==> config.mk <==
export PLATFORM = sky130hd
export DESIGN_NAME = uart_tx
export DESIGN_NICKNAME = d
export VERILOG_FILES = /design/src/rtl/uart_tx_pkg.sv /design/src/rtl/uart_tx_fifo.sv /design/src/rtl/uart_tx.sv
export SDC_FILE = /design/constraint.sdc
export NUM_CORES = 1
export LEC_CHECK = 0
export BUFFER_PORTS_ARGS = -buffer_cell sky130_fd_sc_hd__buf_4
export CAP_MARGIN = 20
export CELL_PAD_IN_SITES_DETAIL_PLACEMENT = 1
export CELL_PAD_IN_SITES_GLOBAL_PLACEMENT = 1
export CORE_ASPECT_RATIO = 0.7
export CORE_MARGIN = 4
export CORE_UTILIZATION = 40
export CTS_BUF_LIST = sky130_fd_sc_hd__clkbuf_16
export DETAILED_ROUTE_END_ITERATION = 6
export GPL_TIMING_DRIVEN = 0
export MAX_ROUTING_LAYER = met4
export PLACE_DENSITY_LB_ADDON = 0.1
export SYNTH_ARGS = -nofsm -noshare
export SYNTH_HDL_FRONTEND = slang
export SYNTH_SLANG_ARGS = --single-unit
==> constraint.sdc <==
create_clock -name CLK -period 2.3 [get_ports CLK]
set_input_delay 0 -clock CLK [delete_from_list [all_inputs] [get_ports CLK]]
set_output_delay 0 -clock CLK [all_outputs]
set_load 0.05 [all_outputs]
==> src/rtl/uart_tx_pkg.sv <==
// Shared UART definitions: state encoding, byte-port width and default bit timing.
// Kept separate so the UART receiver can import the same encodings.
package uart_tx_pkg;

  localparam int UART_OPT_BYTE_W           = 9;
  localparam int UART_DATA_W               = 8;
  localparam int UART_CLKS_PER_BIT_DEFAULT = 217;

  typedef enum logic [1:0] {
    ST_IDLE  = 2'd0,
    ST_START = 2'd1,
    ST_DATA  = 2'd2,
    ST_STOP  = 2'd3
  } uart_state_e;

  function automatic bit is_pow2(input int v);
    return (v >= 2) && ((v & (v - 1)) == 0);
  endfunction

endpackage

==> src/rtl/uart_tx_fifo.sv <==
// Byte FIFO between the core write port and the transmit FSM.
// Push is ignored when full and pop is ignored when empty; the count is registered.
module uart_tx_fifo
  import uart_tx_pkg::*;
#(
  parameter int DEPTH = 4
) (
  input  logic                   CLK,
  input  logic                   RST_N,
  input  logic                   push_i,
  input  logic [UART_DATA_W-1:0] push_data_i,
  input  logic                   pop_i,
  output logic [UART_DATA_W-1:0] pop_data_o,
  output logic                   full_o,
  output logic                   empty_o
);

  localparam int PTR_W = $clog2(DEPTH);
  localparam int CNT_W = PTR_W + 1;

  logic [UART_DATA_W-1:0] mem_q [DEPTH];
  logic [PTR_W-1:0]       wr_ptr_q, wr_ptr_d;
  logic [PTR_W-1:0]       rd_ptr_q, rd_ptr_d;
  logic [CNT_W-1:0]       count_q, count_d;
  logic                   push_ok;
  logic                   pop_ok;

  assign full_o     = (count_q == CNT_W'(DEPTH));
  assign empty_o    = (count_q == {CNT_W{1'b0}});
  assign push_ok    = push_i && !full_o;
  assign pop_ok     = pop_i && !empty_o;
  assign pop_data_o = mem_q[rd_ptr_q];

  // Pointer and occupancy next-state; pointers wrap naturally at a power-of-two depth.
  always_comb begin
    wr_ptr_d = wr_ptr_q;
    rd_ptr_d = rd_ptr_q;
    count_d  = count_q;
    if (push_ok) begin
      wr_ptr_d = wr_ptr_q + PTR_W'(1);
    end else begin
      wr_ptr_d = wr_ptr_q;
    end
    if (pop_ok) begin
      rd_ptr_d = rd_ptr_q + PTR_W'(1);
    end else begin
      rd_ptr_d = rd_ptr_q;
    end
    case ({push_ok, pop_ok})
      2'b10:   count_d = count_q + CNT_W'(1);
      2'b01:   count_d = count_q - CNT_W'(1);
      default: count_d = count_q;
    endcase
  end

  // Pointer and count registers.
  always_ff @(posedge CLK or negedge RST_N) begin
    if (!RST_N) begin
      wr_ptr_q <= {PTR_W{1'b0}};
      rd_ptr_q <= {PTR_W{1'b0}};
      count_q  <= {CNT_W{1'b0}};
    end else begin
      wr_ptr_q <= wr_ptr_d;
      rd_ptr_q <= rd_ptr_d;
      count_q  <= count_d;
    end
  end

  // Storage array; contents are don't-care until written.
  always_ff @(posedge CLK) begin
    if (push_ok) begin
      mem_q[wr_ptr_q] <= push_data_i;
    end
  end

endmodule

==> src/rtl/uart_tx.sv <==
// UART transmitter: buffers core bytes in a FIFO and sends them as 8N1/8N2 frames, LSB first.
// line_out comes straight from a register so the serial line never glitches.
module uart_tx
  import uart_tx_pkg::*;
#(
  parameter int CLKS_PER_BIT = UART_CLKS_PER_BIT_DEFAULT,
  parameter int STOP_BITS    = 1,
  parameter int DEPTH        = 4
) (
  input  logic                       CLK,
  input  logic                       RST_N,
  input  logic [UART_OPT_BYTE_W-1:0] wr_opt_byte,
  output logic                       wr_ready,
  output logic                       line_out,
  output logic                       busy
);

  localparam int                BAUD_W    = $clog2(CLKS_PER_BIT);
  localparam logic [BAUD_W-1:0] BAUD_LAST = BAUD_W'(CLKS_PER_BIT - 1);

  if (CLKS_PER_BIT < 2) begin : g_chk_cpb
    $error("uart_tx: CLKS_PER_BIT must be >= 2");
  end
  if ((STOP_BITS != 1) && (STOP_BITS != 2)) begin : g_chk_stop
    $error("uart_tx: STOP_BITS must be 1 or 2");
  end
  if (!is_pow2(DEPTH)) begin : g_chk_depth
    $error("uart_tx: DEPTH must be a power of two >= 2");
  end

  uart_state_e            state_q, state_d;
  logic [BAUD_W-1:0]      baud_q, baud_d;
  logic [2:0]             bit_idx_q, bit_idx_d;
  logic [UART_DATA_W-1:0] shift_q, shift_d;
  logic                   stop_idx_q, stop_idx_d;
  logic                   line_q, line_d;

  logic                   fifo_pop;
  logic [UART_DATA_W-1:0] fifo_data;
  logic                   fifo_full;
  logic                   fifo_empty;
  logic                   baud_last;
  logic                   stop_last;

  uart_tx_fifo #(.DEPTH(DEPTH)) u_fifo (
    .CLK         (CLK),
    .RST_N       (RST_N),
    .push_i      (wr_opt_byte[UART_OPT_BYTE_W-1]),
    .push_data_i (wr_opt_byte[UART_DATA_W-1:0]),
    .pop_i       (fifo_pop),
    .pop_data_o  (fifo_data),
    .full_o      (fifo_full),
    .empty_o     (fifo_empty)
  );

  assign baud_last = (baud_q == BAUD_LAST);
  assign stop_last = (STOP_BITS == 1) ? 1'b1 : stop_idx_q;
  assign wr_ready  = !fifo_full;
  assign busy      = (state_q != ST_IDLE) || !fifo_empty;
  assign line_out  = line_q;

  // Frame sequencing; the line level is chosen from the next state so it is registered in step.
  always_comb begin
    state_d    = state_q;
    baud_d     = baud_q;
    bit_idx_d  = bit_idx_q;
    shift_d    = shift_q;
    stop_idx_d = stop_idx_q;
    fifo_pop   = 1'b0;
    case (state_q)
      ST_IDLE: begin
        if (!fifo_empty) begin
          fifo_pop  = 1'b1;
          shift_d   = fifo_data;
          baud_d    = {BAUD_W{1'b0}};
          bit_idx_d = 3'd0;
          state_d   = ST_START;
        end else begin
          state_d = ST_IDLE;
        end
      end
      ST_START: begin
        if (baud_last) begin
          baud_d  = {BAUD_W{1'b0}};
          state_d = ST_DATA;
        end else begin
          baud_d = baud_q + BAUD_W'(1);
        end
      end
      ST_DATA: begin
        if (baud_last) begin
          baud_d    = {BAUD_W{1'b0}};
          shift_d   = shift_q >> 1;
          bit_idx_d = bit_idx_q + 3'd1;
          if (bit_idx_q == 3'd7) begin
            stop_idx_d = 1'b0;
            state_d    = ST_STOP;
          end else begin
            state_d = ST_DATA;
          end
        end else begin
          baud_d = baud_q + BAUD_W'(1);
        end
      end
      ST_STOP: begin
        if (baud_last) begin
          baud_d = {BAUD_W{1'b0}};
          if (stop_last) begin
            // Chain straight into the next start bit when another byte is waiting.
            if (!fifo_empty) begin
              fifo_pop  = 1'b1;
              shift_d   = fifo_data;
              bit_idx_d = 3'd0;
              state_d   = ST_START;
            end else begin
              state_d = ST_IDLE;
            end
          end else begin
            stop_idx_d = stop_idx_q + 1'b1;
          end
        end else begin
          baud_d = baud_q + BAUD_W'(1);
        end
      end
      default: begin
        state_d = ST_IDLE;
        baud_d  = {BAUD_W{1'b0}};
      end
    endcase

    case (state_d)
      ST_START: line_d = 1'b0;
      ST_DATA:  line_d = shift_d[0];
      default:  line_d = 1'b1;
    endcase
  end

  // FSM, baud counter, shift register and line register.
  always_ff @(posedge CLK or negedge RST_N) begin
    if (!RST_N) begin
      state_q    <= ST_IDLE;
      baud_q     <= {BAUD_W{1'b0}};
      bit_idx_q  <= 3'd0;
      shift_q    <= {UART_DATA_W{1'b0}};
      stop_idx_q <= 1'b0;
      line_q     <= 1'b1;
    end else begin
      state_q    <= state_d;
      baud_q     <= baud_d;
      bit_idx_q  <= bit_idx_d;
      shift_q    <= shift_d;
      stop_idx_q <= stop_idx_d;
      line_q     <= line_d;
    end
  end

endmodule
==> metrics.yaml <==
clock_network:
  root_buffer: "clkbuf_16"
  cts_tree: "built"
  clkSinkCount: 61
  clk_latency_ps: 320
  clk_pin_slew_worst_paths_ps: 50
  cts_buffer_depth: 2
  cts.htree.levels: 3
  cts-buffers-inserted: 9
synthesis:
  ys_seq_area_frac: 0.581
  synthArstFlopShare: 0.475
  synth_enable_flop_cells: 32
  syn_area_sq_um: 2910
  yosys.area.top_type_share: 0.331
  synth_ff_type: "edfxtp_1"
  synth_top_area_cell: "edfxtp_1"
  synthSimpleGateAreaFrac: 0.102
  synth.most_common_cell: "edfxtp_1"
  avgSynthCellArea_sq_um: 13.8
  synthMuxAreaShare: 0.0865
  synth_compound_area_frac: 0.116
  syn_inst: 210
  synthTopCellsByCount: "edfxtp_1, dfrtp_1, inv_1, nor2_1"
  yosysWarnings: 0
  synthAdderAreaFrac: 0.0628
  ys_seq_elements: 61
  mappedNetlistNets: 235
  ys_types: 45
  synth_top_family_by_area: "compound AO/OA/AOI/OAI gates"
  synth_xor_area_frac: 0.0181
  synth.area.top_cells: "edfxtp_1, dfrtp_1, mux4_2"
sta:
  finalHoldViolCount: 0
  slew_viol_final: 0
  max_freq_mhz: 431
  worst_pin_slew_ps: 607
  final-setup-viol-count: 1
  fin_crit_ps: 2320
  slew_headroom: 0.595
  clock_skew_ps: 5.90
  setup_ws_ps: -22.8
  fin_crit_sh: 1.01
  rsz0062_at_grt: "true"
floorplanning:
  rows: 25
  fp.dieArea_sq_um: 8720
  initial_core_util: 0.420
  fp.dieW_um: 110
  core_sq_um: 6910
  fp.dieH_um: 79.3
  io_pins: 14
power_and_ir_drop:
  p_leak_nw: 1.57
  ir_worst_vdd_v: 0.000618
  power_density_nw_per_um2: 1250
final_layout:
  fin_cells: 358
  nets: 284
  fill_cells: 687
  layout-drive-gt1-share: 0.303
  antennaDiodeCount: 0
  multi_input_area_sq_um: 1170
  regArea_sq_um: 1690
  area_growth_pct: 26.7
critical_path:
  cp_max_fo: 3
  cp.required_ps: 2540
  crit_arrival_ps: 2570
  end_kind: "flop"
  cp_top_family: "adder cells"
  r2r_start: "baud_q[1]$_DFFE_PN0P_"
  slowest_delay_ps: 380
  crit_start: "baud_q[1]$_DFFE_PN0P_"
  crit_chain: "inv_2, ha_4, nand3b_4, o31a_1, nor3_4, ha_2, inv_2, fa_2, xor2_1, nor2_1, xor2_1"
  start_kind: "flop"
  slowest_stage: "dfrtp_1"
  critPathKind: "flop to flop"
  critPathBufInv: 2
placed_design:
  hpwl_mm: 4.42
  gp_congestion: 0.816
  dp_slack_ps: -288
  io_buffers: 13
  dp_cells: 317
route:
  vias: 1910
  first_pass_iters: 4
  post_drt_wl_per_cell_um: 17.9
  ant_nets: 0
  finalWirelength_mm: 6.41
  drtIter0Drc: 64
  routed_via_density: 5.34
  route.detailed.drc: 0
global_routing:
  grt.total_usage: 0.175
  antenna_found_initial: 0
  grt_pass1_vias: 2075
  grt_start_max_net_pins: 30
  overflow: 0
  grt_pass1_wl_mm: 10.9
worst_hold_path:
  worstHoldStart: "wr_opt_byte[8]"
  holdCritPathClass: "primary input to flop"
flow_run:
  maxCapViolCount: 0
run_status:
  violations: "negative setup slack"
  status: "finished, violations left"
report_power, final:
part	internal, mW	total (mW)	switching, mW
Combinational	0.770	1.75	0.975
Clock	0.823	1.28	0.459
Sequential	1.43	1.57	0.136
layer usage:
layer,global-route usage,vias to the layer above,part of all wire
li1,-,891,-
met1,0.238,990,0.52
met2,0.248,19,0.45
met3,0.0544,10,0.023
met4,0.0610,0,0.012
met5,-,-,0
cells in the final DEF (no fill, tap or decap), types with 2 or more instances in the layout:
cell,n
edfxtp_1,32
buf_4,29
dfrtp_1,26
nor2_1,14
o21ai_0,13
inv_1,11
ha_1,10
nand2_1,9
clkbuf_16,9
dlygate4sd3_1,9
nor3_1,8
mux4_2,8
a221o_1,7
mux2i_1,6
and3_1,5
inv_2,4
buf_6,3
buf_2,3
o21bai_1,3
nand3_1,3
o31ai_1,3
a22o_1,3
xor2_1,3
xnor2_1,3
clkinv_2,3
nand3b_4,2
and2_1,2
nor2b_1,2
ha_4,2
dfrtp_2,2
final timing paths:
| kind | to | slack [ps] | depth (start not counted) |
|---|---|---|---|
| setup / recovery | u_fifo.count_q[2]$_DFFE_PN0P_ | -20 | 11 |
| hold / removal | u_fifo.wr_ptr_q[0]$_DFFE_PN0P_ | 110 | 3 |
| setup reg to reg | u_fifo.count_q[2]$_DFFE_PN0P_ | -20 | 11 |
| hold reg to reg | bit_idx_q[1]$_DFFE_PN0P_ | 520 | 1 |
| max in group asynchronous | line_out$_DFF_PN1_ | 1800 | 2 |
| min in group asynchronous | u_fifo.count_q[2]$_DFFE_PN0P_ | 160 | 2 |
state kept, by name, indices dropped and copies added (netlist names):
register and flops:
u_fifo.wr_ptr_q 2, u_fifo.mem_q 32, u_fifo.count_q 3, shift_q 8
bit_idx_q 3, line_out 1, state_q 2, u_fifo.rd_ptr_q 2
baud_q 8
layout make-up:
type                    instances  share of cell area
multi-input cells             128               0.319
well taps                      94              0.0319
inverters                      14              0.0149
repair buffers                 38              0.0836
clock buffers                   9              0.0611
flip-flops and latches         61               0.459
plain buffers                   7              0.0143
clock inverters                 7              0.0163
repair_timing:
| action | in CTS | in global routing |
|---|---|---|
| pin swaps | 4 | 5 |
| cloned | 0 | 0 |
| endpoints found under the setup margin | 2 | 2 |
| resized for setup | 8 | 0 |
| buffers inserted | 8 | 8 |
| endpoints found under the hold margin | 61 | 0 |
| hold buffers | 9 | 0 |
cells by family after synthesis:
group / count (synthesis)
buffers and inverters: 21
DFF: 61
muxes: 15
xor gates and xnor gates: 6
AOI/OAI and AO/OA: 41
adders and majority gates: 14
and+or+nand+nor: 52
worst reg2reg max path, stage by stage (launching register included):
cell and delay, ps:
dfrtp_1 380, inv_2 80, ha_4 140, nand3b_4 90, o31a_1 300, nor3_4 240, ha_2 220, inv_2 40
fa_2 330, xor2_1 140, nor2_1 110, xor2_1 170
stage by stage:
stage               hold slack (ps)  utilization  cell area, sq um  power (mW)  TNS, ps
finish                          110        0.533              3680        4.59    -22.8
global route                    168        0.533              3680        4.90     -141
CTS                            98.1        0.524              3620        4.58    -45.9
detailed placement            -39.1        0.458              3160        3.15     -374
global placement              -56.6        0.458              3160        3.04     -297
floorplan                      -296            -              2950        2.73    -51.9
Note: power is estimated with default switching activity, not from simulation.
